==> src/rtl/uart_hex_printer_pkg.sv <==
`default_nettype none
// ============================================================================
//  Module   : uart_hex_printer_pkg
//  Purpose  : Shared constants and state encoding for the hex printer.
//             ASCII character codes used by the sequencer and the nibble
//             decoder, plus the FSM state type. The state values are fixed
//             here so that a bench can probe the state register directly.
//  Ports    : none (package)
//  Revision : 1.0 - initial release
// ============================================================================
package uart_hex_printer_pkg;

   localparam logic [7:0] c_ascii_zero = 8'h30;   // '0'
   localparam logic [7:0] c_ascii_lc_a = 8'h61;   // 'a'
   localparam logic [7:0] c_ascii_x    = 8'h78;   // 'x'
   localparam logic [7:0] c_ascii_cr   = 8'h0D;
   localparam logic [7:0] c_ascii_lf   = 8'h0A;

   // Each non-IDLE state names the character currently presented on tx_data.
   typedef enum logic [2:0] {
      HP_IDLE  = 3'd0,
      HP_PFX0  = 3'd1,
      HP_PFX1  = 3'd2,
      HP_DIGIT = 3'd3,
      HP_CR    = 3'd4,
      HP_LF    = 3'd5
   } hp_state_e;

endpackage : uart_hex_printer_pkg
`default_nettype wire

==> src/rtl/uart_hex_printer_decoder.sv <==
`default_nettype none
// ============================================================================
//  Module   : uart_hex_printer_decoder
//  Purpose  : Combinational hex nibble to lowercase ASCII decoder.
//  Ports    : hex_in    in  4  nibble value 0..15
//             ascii_out out 8  '0'..'9' or 'a'..'f'
//  Revision : 1.0 - initial release
// ============================================================================
module uart_hex_printer_decoder
   import uart_hex_printer_pkg::*;
(
   input  logic [3:0] hex_in,
   output logic [7:0] ascii_out
);

   always_comb begin
      if (hex_in < 4'd10) begin
         ascii_out = c_ascii_zero + {4'h0, hex_in};
      end else begin
         // 'a' - 10 + n maps 10..15 onto 'a'..'f'
         ascii_out = (c_ascii_lc_a - 8'd10) + {4'h0, hex_in};
      end
   end

endmodule : uart_hex_printer_decoder
`default_nettype wire

==> src/rtl/uart_hex_printer.sv <==
`default_nettype none
// ============================================================================
//  Module   : uart_hex_printer
//  Purpose  : Accepts one DATA_W-bit word and streams it as lowercase hex
//             ASCII (MSB nibble first) over a valid/ready byte interface,
//             with optional "0x" prefix and CR/LF suffix.
//  Ports    : clk       in   1       rising-edge clock
//             rst_n     in   1       asynchronous active-low reset
//             in_valid  in   1       in_data valid
//             in_ready  out  1       word can be accepted (IDLE only)
//             in_data   in   DATA_W  word to print
//             tx_valid  out  1       tx_data holds a character
//             tx_ready  in   1       character consumed this cycle
//             tx_data   out  8       ASCII character (registered)
//             busy      out  1       word in progress (= !in_ready)
//  Revision : 1.0 - initial release
// ============================================================================
module uart_hex_printer
   import uart_hex_printer_pkg::*;
#(
   parameter int DATA_W      = 32,
   parameter int PREFIX_0X   = 0,
   parameter int APPEND_CRLF = 1
)(
   input  logic              clk,
   input  logic              rst_n,
   input  logic              in_valid,
   output logic              in_ready,
   input  logic [DATA_W-1:0] in_data,
   output logic              tx_valid,
   input  logic              tx_ready,
   output logic [7:0]        tx_data,
   output logic              busy
);

   localparam int NDIG  = DATA_W / 4;
   localparam int IDX_W = (NDIG > 1) ? $clog2(NDIG) : 1;
   localparam logic [IDX_W-1:0] c_idx_top = IDX_W'(NDIG - 1);
   localparam logic [IDX_W-1:0] c_idx_one = IDX_W'(1);

   hp_state_e          state_q, state_d;
   logic [IDX_W-1:0]   idx_q, idx_d;
   logic [DATA_W-1:0]  word_q, word_d;
   logic               tx_valid_q, tx_valid_d;
   logic [7:0]         tx_data_q, tx_data_d;
   logic               in_ready_q, in_ready_d;
   logic               busy_q, busy_d;

   logic [DATA_W-1:0]  dec_src;
   logic [IDX_W-1:0]   dec_idx;
   logic [DATA_W-1:0]  dec_shifted;
   logic [3:0]         dec_nibble;
   logic [7:0]         dec_ascii;
   logic               tx_fire;

   // The decoder always produces the *next* digit to load: on acceptance it
   // reads the top nibble straight from in_data (word_q is not loaded yet);
   // otherwise it reads word_q at the index that follows the current one.
   always_comb begin
      dec_src     = (state_q == HP_IDLE)  ? in_data : word_q;
      dec_idx     = (state_q == HP_DIGIT) ? (idx_q - c_idx_one) : c_idx_top;
      dec_shifted = dec_src >> {dec_idx, 2'b00};
      dec_nibble  = dec_shifted[3:0];
   end

   uart_hex_printer_decoder u_decoder (
      .hex_in    (dec_nibble),
      .ascii_out (dec_ascii)
   );

   assign tx_fire = tx_valid_q && tx_ready;

   always_comb begin
      state_d    = state_q;
      idx_d      = idx_q;
      word_d     = word_q;
      tx_valid_d = tx_valid_q;
      tx_data_d  = tx_data_q;

      case (state_q)
         HP_IDLE: begin
            if (in_valid && in_ready_q) begin
               word_d     = in_data;
               idx_d      = c_idx_top;
               tx_valid_d = 1'b1;
               if (PREFIX_0X != 0) begin
                  state_d   = HP_PFX0;
                  tx_data_d = c_ascii_zero;
               end else begin
                  state_d   = HP_DIGIT;
                  tx_data_d = dec_ascii;
               end
            end
         end
         HP_PFX0: begin
            if (tx_fire) begin
               state_d   = HP_PFX1;
               tx_data_d = c_ascii_x;
            end
         end
         HP_PFX1: begin
            if (tx_fire) begin
               state_d   = HP_DIGIT;
               tx_data_d = dec_ascii;
            end
         end
         HP_DIGIT: begin
            if (tx_fire) begin
               if (idx_q == '0) begin
                  if (APPEND_CRLF != 0) begin
                     state_d   = HP_CR;
                     tx_data_d = c_ascii_cr;
                  end else begin
                     state_d    = HP_IDLE;
                     tx_valid_d = 1'b0;
                  end
               end else begin
                  idx_d     = idx_q - c_idx_one;
                  tx_data_d = dec_ascii;
               end
            end
         end
         HP_CR: begin
            if (tx_fire) begin
               state_d   = HP_LF;
               tx_data_d = c_ascii_lf;
            end
         end
         HP_LF: begin
            if (tx_fire) begin
               state_d    = HP_IDLE;
               tx_valid_d = 1'b0;
            end
         end
         default: begin
            state_d    = HP_IDLE;
            tx_valid_d = 1'b0;
         end
      endcase

      // Handshake flags are registered from the next state so they line up
      // with the state change on the same edge.
      in_ready_d = (state_d == HP_IDLE);
      busy_d     = !in_ready_d;
   end

   always_ff @(posedge clk or negedge rst_n) begin
      if (!rst_n) begin
         state_q    <= HP_IDLE;
         idx_q      <= '0;
         word_q     <= '0;
         tx_valid_q <= 1'b0;
         tx_data_q  <= 8'h00;
         in_ready_q <= 1'b1;
         busy_q     <= 1'b0;
      end else begin
         state_q    <= state_d;
         idx_q      <= idx_d;
         word_q     <= word_d;
         tx_valid_q <= tx_valid_d;
         tx_data_q  <= tx_data_d;
         in_ready_q <= in_ready_d;
         busy_q     <= busy_d;
      end
   end

   assign in_ready = in_ready_q;
   assign tx_valid = tx_valid_q;
   assign tx_data  = tx_data_q;
   assign busy     = busy_q;

endmodule : uart_hex_printer
`default_nettype wire
==> config.mk <==
export PLATFORM = sky130hd
export DESIGN_NAME = uart_hex_printer
export DESIGN_NICKNAME = d
export VERILOG_FILES = /design/src/rtl/uart_hex_printer_pkg.sv /design/src/rtl/uart_hex_printer_decoder.sv /design/src/rtl/uart_hex_printer.sv
export SDC_FILE = /design/constraint.sdc
export NUM_CORES = 1
export LEC_CHECK = 0
export CAP_MARGIN = 0
export CORE_MARGIN = 2
export CORE_UTILIZATION = 48
export DETAILED_ROUTE_END_ITERATION = 8
export PLACE_DENSITY = 0.76
export SLEW_MARGIN = 0
export SYNTH_ARGS = -nofsm -noshare
export SYNTH_HDL_FRONTEND = slang
export SYNTH_SLANG_ARGS = --single-unit
==> constraint.sdc <==
create_clock -name clk -period 2.6 [get_ports clk]
set_input_delay 0.78 -clock clk [delete_from_list [all_inputs] [get_ports clk]]
set_output_delay 0.78 -clock clk [all_outputs]
set_load 0.05 [all_outputs]
# Word level (Yosys, flattened, before mapping)
# Cells that the tools add are included.
# Widths: inputs -> output; s select.
[op_classes] n_shift=1 addsub=3 reduce_logical=13 eq_ne=12 bitwise_logic=1 n_mux=25 n_lt_le_gt_ge=1
[op_table] operator="$mux 8" n=7
[op_table] operator="$pmux 8 s5" n=1
[op_table] operator="$mux 3" n=11
[op_table] operator="$mux 32" n=1
[op_table] operator="$shr 32x5->4" n=1
[op_table] operator="$pmux 3 s6" n=1
[op_table] operator="$ne 2x2->1 const B" n=6
[op_table] operator="$logic_not 3->1" n=3
[op_table] operator="$add 7x4->8 const A" n=1
[op_table] operator="$add 6x4->7 const A" n=1
[op_table] operator="$eq 3x2->1 const B" n=2
[op_table] operator="$eq 3x3->1 const B" n=2
[op_table] operator="$pmux 3 s2" n=1
[op_table] operator="$reduce_and 6->1" n=1
[op_table] operator="$reduce_bool 5->1" n=1
[op_table] operator="$lt 4x4->1 const B" n=1
[op_table] operator="$reduce_and 4->1" n=1
[op_table] operator="$reduce_or 4->1" n=1
[op_table] operator="$eq 3x1->1 const B" n=1
[op_table] operator="$pmux 1 s3" n=1
[op_table] operator="$reduce_and 3->1" n=1
[op_table] operator="$sub 3x1->3 const B" n=1
[op_table] operator="$logic_and 1x1->1" n=2
[op_table] operator="$mux 1" n=2
[op_table] operator="other kinds (5)" n=5
[word_totals] in_bits=36 regBits=49

# Depth between registers and ports, before layout
[logic_depth] word_depth=8 depth_mapped=12 ltp_nobuf=12

# Modules after synthesis
# Synthesis repeated with hierarchy kept, for this count alone.
[unflattened] cells_unflattened=247 area_unflattened_um2=2758.9
[modules_own_cells] module="uart_hex_printer" area_per_inst_um2=2636.3 seq_area_each_um2=1227.4 cells_each=230 n_inst=1
[modules_own_cells] module="uart_hex_printer_decoder" area_per_inst_um2=122.6 seq_area_each_um2=0.0 cells_each=17 n_inst=1

# Least setup slack after synthesis
# No wires, ideal clock.
[synth_path] kind="register -> register" from="register idx_q[0]" to="register tx_data_q[2] (netlist: tx_data[2])" synth_period_minus_slack_ns=2.536 t_arrival_ns=2.454 path_buffers=0 setup_time_ns=0.082 path_slack_ns=0.064 stages_incl_launch_ff=13 cell_sequence="dfrtp_1 inv_1 ha_1 and4b_1 o21ai_0 a21oi_1 or3_1 o31ai_1 ha_1 inv_1 nor2_2 mux2_2 a31oi_1"
[synth_via] elab_chain_len=8 elab_cells_between_ends=13
[synth_lines] item="start: declaration" line_no="uart_hex_printer.sv:42" source="logic [IDX_W-1:0] idx_q, idx_d;"
[synth_lines] item="start signal: assignment" line_no="uart_hex_printer.sv:158" source="idx_q <= idx_d;"
[synth_lines] item="$sub 3x1->3" line_no="uart_hex_printer.sv:61" source="dec_idx = (state_q == HP_DIGIT) ? (idx_q - c_idx_one) : c_idx_top;"
[synth_lines] item="$mux 3" line_no="uart_hex_printer.sv:61"
[synth_lines] item="$shr 32x5->4" line_no="uart_hex_printer.sv:62" source="dec_shifted = dec_src >> {dec_idx, 2'b00};"
[synth_lines] item="$add 7x4->8, or another cell as far along" line_no="uart_hex_printer_decoder.sv:21" source="ascii_out = (c_ascii_lc_a - 8'd10) + {4'h0, hex_in};"
[synth_lines] item="$mux 8" line_no="uart_hex_printer_decoder.sv:17" source="if (hex_in < 4'd10) begin"
[synth_lines] item="$mux 8" line_no="uart_hex_printer.sv:109" source="if (idx_q == '0) begin"
[synth_lines] item="$mux 8" line_no="uart_hex_printer.sv:108" source="if (tx_fire) begin"
[synth_lines] item="$pmux 8 s5 *" line_no="uart_hex_printer.sv:80" source="case (state_q)"
[synth_lines] item="end signal: assignment" line_no="uart_hex_printer.sv:161" source="tx_data_q <= tx_data_d;"
[synth_lines] item="end: declaration" line_no="uart_hex_printer.sv:45" source="logic [7:0] tx_data_q, tx_data_d;"
# Mark *: on every way between the ends. The rest lies on a longest branch, timed or not. The select of a mux whose other input is x is not followed.
# A chain may end at the register's enable or synchronous reset.

# Worst setup path in the final report
[layout_path] from="input in_data[4]" to="register tx_data_q[2] (netlist: tx_data[2])"
[layout_via] elab_chain_len=7 elab_cells_between_ends=11
[layout_lines] item="start: declaration" line_no="uart_hex_printer.sv:29" source="input logic [DATA_W-1:0] in_data,"
[layout_lines] item="$mux 32 *" line_no="uart_hex_printer.sv:60" source="dec_src = (state_q == HP_IDLE) ? in_data : word_q;"
[layout_lines] item="$shr 32x5->4 *" line_no="uart_hex_printer.sv:62"
[layout_lines] item="$add 7x4->8, or another cell as far along" line_no="uart_hex_printer_decoder.sv:21"
[layout_lines] item="$mux 8 *" line_no="uart_hex_printer_decoder.sv:17"
[layout_lines] item="$mux 8" line_no="uart_hex_printer.sv:109"
[layout_lines] item="$mux 8" line_no="uart_hex_printer.sv:108"
[layout_lines] item="$pmux 8 s5 *" line_no="uart_hex_printer.sv:80"
# Marked as above.

==> metrics.txt <==
# setup viols final 0; slowest stage delay, CP 0.42 ns; Synth Flop Type dfrtp_1; DR WL met3 372 µm; status completed; CTS Hold Buffers Added 0; clock root cell clkbuf_8; max frequency 405 MHz; end-of-flow core utilization 65.4%; total CTS buffers 5; synthesized flop and latch total 48; ANT nets after route 0; share of cells above drive strength 1 18.8%; Tmin final 2.47 ns; port bufs 45; Netlist cell types 56; Critical Path Fanout Max 2; gpl congestion 0.793; die extent in y 79.8 µm; die area 6360 µm²; Power Density 1290 nW/µm²; Hold Crit Class reg -> reg; worst setup margin 0.131 ns; Syn Inst Count 326; Max Slew Vio Count 0; synthesis warning total 0; Final nets 431; vias per cell 5.48; DP HPWL 4680 µm; largest cells by area after synthesis dfrtp_1 43%, nand2_1 15%, o21ai_0 3.6%; Final period util 95.0%; WS Path Type in -> reg; post-synthesis async set-or-reset flop share 100%; worst path buffer plus inverter count 2; critical path, cell by cell clkdlybuf4s50_1 -> mux2i_1 -> a21oi_1 -> or3_4 -> o31ai_4 -> ha_2 -> inv_1 -> nor2_2 -> mux2_4 -> a31oi_2; remaining global-route overflow 0; diode count 0; startpoint types primary input; area grow syn2layout 31.5%; Critical Path Slowest Stage Cell clkdlybuf4s50_1; clk_lat worst skew 0.30 ns; metal2 WL 3300 µm; routed len/inst 14.2 µm; Slew headroom 46.8%; Static Leak 0.00167 µW; Worst EP arrival 2.69 ns; Bufs on Longest Clock Path 2; synthesized area per cell 8.45 µm²; Top Metal Used met4; final hold viol count 0; Post-synth EDFFs 0; top-area cell type share of the netlist area 42.7%; first-pass GRT wire length 11,000 µm; DRT iter0 DRCs 218; CTS tree built; detailed-router iteration count before antenna repair 5; clock sinks 48; WL met1 2850 µm; Mapped Nets 365; Layout Skew 0.00812 ns; total placed cells including tap cells 451; Top Ports 47; crit end category register; largest net degree at the start of global routing 37; initial core utilization 49.7%; Fillers 475; # rows 27; maximum VDD drop 0.632 mV; CORE AREA 5540 µm²; Synth area leader dfrtp_1; Die Wd 79.8 µm; vias in the first global route 2,394; CP Data Required Time 2.82 ns; max_cap viols 0; Worst-path clk slew 0.09 ns; GRT Overall Usage 22.0%; drt drc 0; sequential area share after synthesis 43.6%; Vias 2,546; hold slack 0.480 ns; Final Non-Filler Cells 465; Fin Setup TNS 0 ns; Least-Margin Pin Slew 0.799 ns; DRT Wirelength 6620 µm; Mapped Area 2760 µm²; DP Worst Slack -0.279 ns; CTS HTree Levels 2; initial antenna violation count 0; critical path's top delay family simple AND/OR/NAND/NOR gates
[synth_stat cells, types with 2 or more instances]
cell / instances
o21a_1: 4
a21oi_2: 3
nand3_1: 6
inv_1: 9
o221ai_1: 2
nor4bb_1: 2
a21oi_1: 15
ha_1: 3
o21ai_1: 5
a22oi_1: 4
nor3_1: 5
buf_2: 6
and3_1: 2
buf_1: 3
mux2i_1: 7
nand2_1: 109
buf_4: 3
a31oi_1: 5
buf_6: 2
clkbuf_1: 5
nor2_1: 19
dfrtp_1: 47
o21ai_0: 20
o211ai_1: 3
and3b_1: 3
nand2b_1: 4
[cell families after synthesis]
kind of cell / after synthesis / share of synthesized area, %
XOR/XNOR: 3 / 1.50
adder cells (fa/ha/maj): 3 / 1.36
flip-flops: 48 / 43.6
buffers and inverters: 28 / 5.04
AO/OA/AOI/OAI: 73 / 18.4
other: 1 / 0.136
AND/OR/NAND/NOR: 162 / 27.0
multiplexers: 8 / 2.95
[where the power goes]
group          internal, µW  switching [µW]  leakage [µW]
Combinational          1410            1670       0.00103
Clock                   286             245     0.0000552
Sequential              923             139      0.000582
Total                  2620            2050       0.00167
[worst reg2reg max path, stage by stage, from the launching register on]
cell	delay, ns
dfrtp_1	0.41
inv_2	0.10
ha_4	0.23
and4b_1	0.22
o21ai_0	0.09
a21oi_1	0.07
or3_4	0.39
o31ai_4	0.08
ha_2	0.23
inv_1	0.05
nor2_2	0.09
mux2_4	0.31
a31oi_2	0.12
[cell type report]
type	count	area, µm²	area share, %
multi-input combinational	250	1490	41.0
sequential	48	1210	33.3
timing repair buffer	78	701	19.3
tap	72	90.1	2.49
clock buffer	6	72.6	2.00
clock inverter	2	35.0	0.967
inverter	9	33.8	0.932
[final timing paths]
path	startpoint	to	slack (ns)	depth (start not counted)
setup / recovery	in_data[4]	tx_data[2]	0.13	10
hold / removal	word_q[7]	word_q[7]	0.48	2
setup reg to reg	idx_q[0]	tx_data[2]	0.14	12
hold reg to reg	word_q[7]	word_q[7]	0.48	2
max in group asynchronous	rst_n	word_q[31]	1.43	2
min in group asynchronous	rst_n	busy	0.55	1
[flip-flops by register name, summed over array words and instances, names as in the netlist]
name / count
state_q: 3
word_q: 32
tx_valid: 1
in_ready: 1
busy: 1
idx_q: 3
tx_data: 7
[per-layer routing]
| metal | vias to the layer above | track usage, % |
|---|---|---|
| met5 | - | 0 |
| met4 | 0 | 5.08 |
| met3 | 11 | 4.30 |
| met2 | 92 | 37.3 |
| met1 | 1204 | 29.3 |
| li1 | 1239 | - |
[repair_timing]
item / CTS / global route
endpoints found under the setup margin: 1 / 2
pin swaps: 1 / 4
setup buffers: 1 / 5
gates resized for setup: 7 / 13
[per-stage QoR]
stage	instance area, µm²	total power (µW)
finish	3620	4670
global placement	3390	3840
detailed placement	3390	3870
CTS	3540	4490
global route	3620	5060
floorplan	2760	2990
[placed cells by master (no fill, tap or decap), types with 3 or more instances in the layout]
cell type,n
nand2b_1,4
nor3_1,5
a22oi_1,4
and3b_1,3
mux2i_1,7
clkbuf_8,5
nor2_1,19
buf_4,31
clkdlybuf4s50_1,44
a21oi_1,15
inv_1,7
dfrtp_1,44
o21ai_1,5
o21a_1,4
dfrtp_2,3
o211ai_1,3
nand2_1,109
a21oi_2,3
nand3_1,6
o21ai_0,19
a31oi_1,4
(Power assumes the default switching activity.)
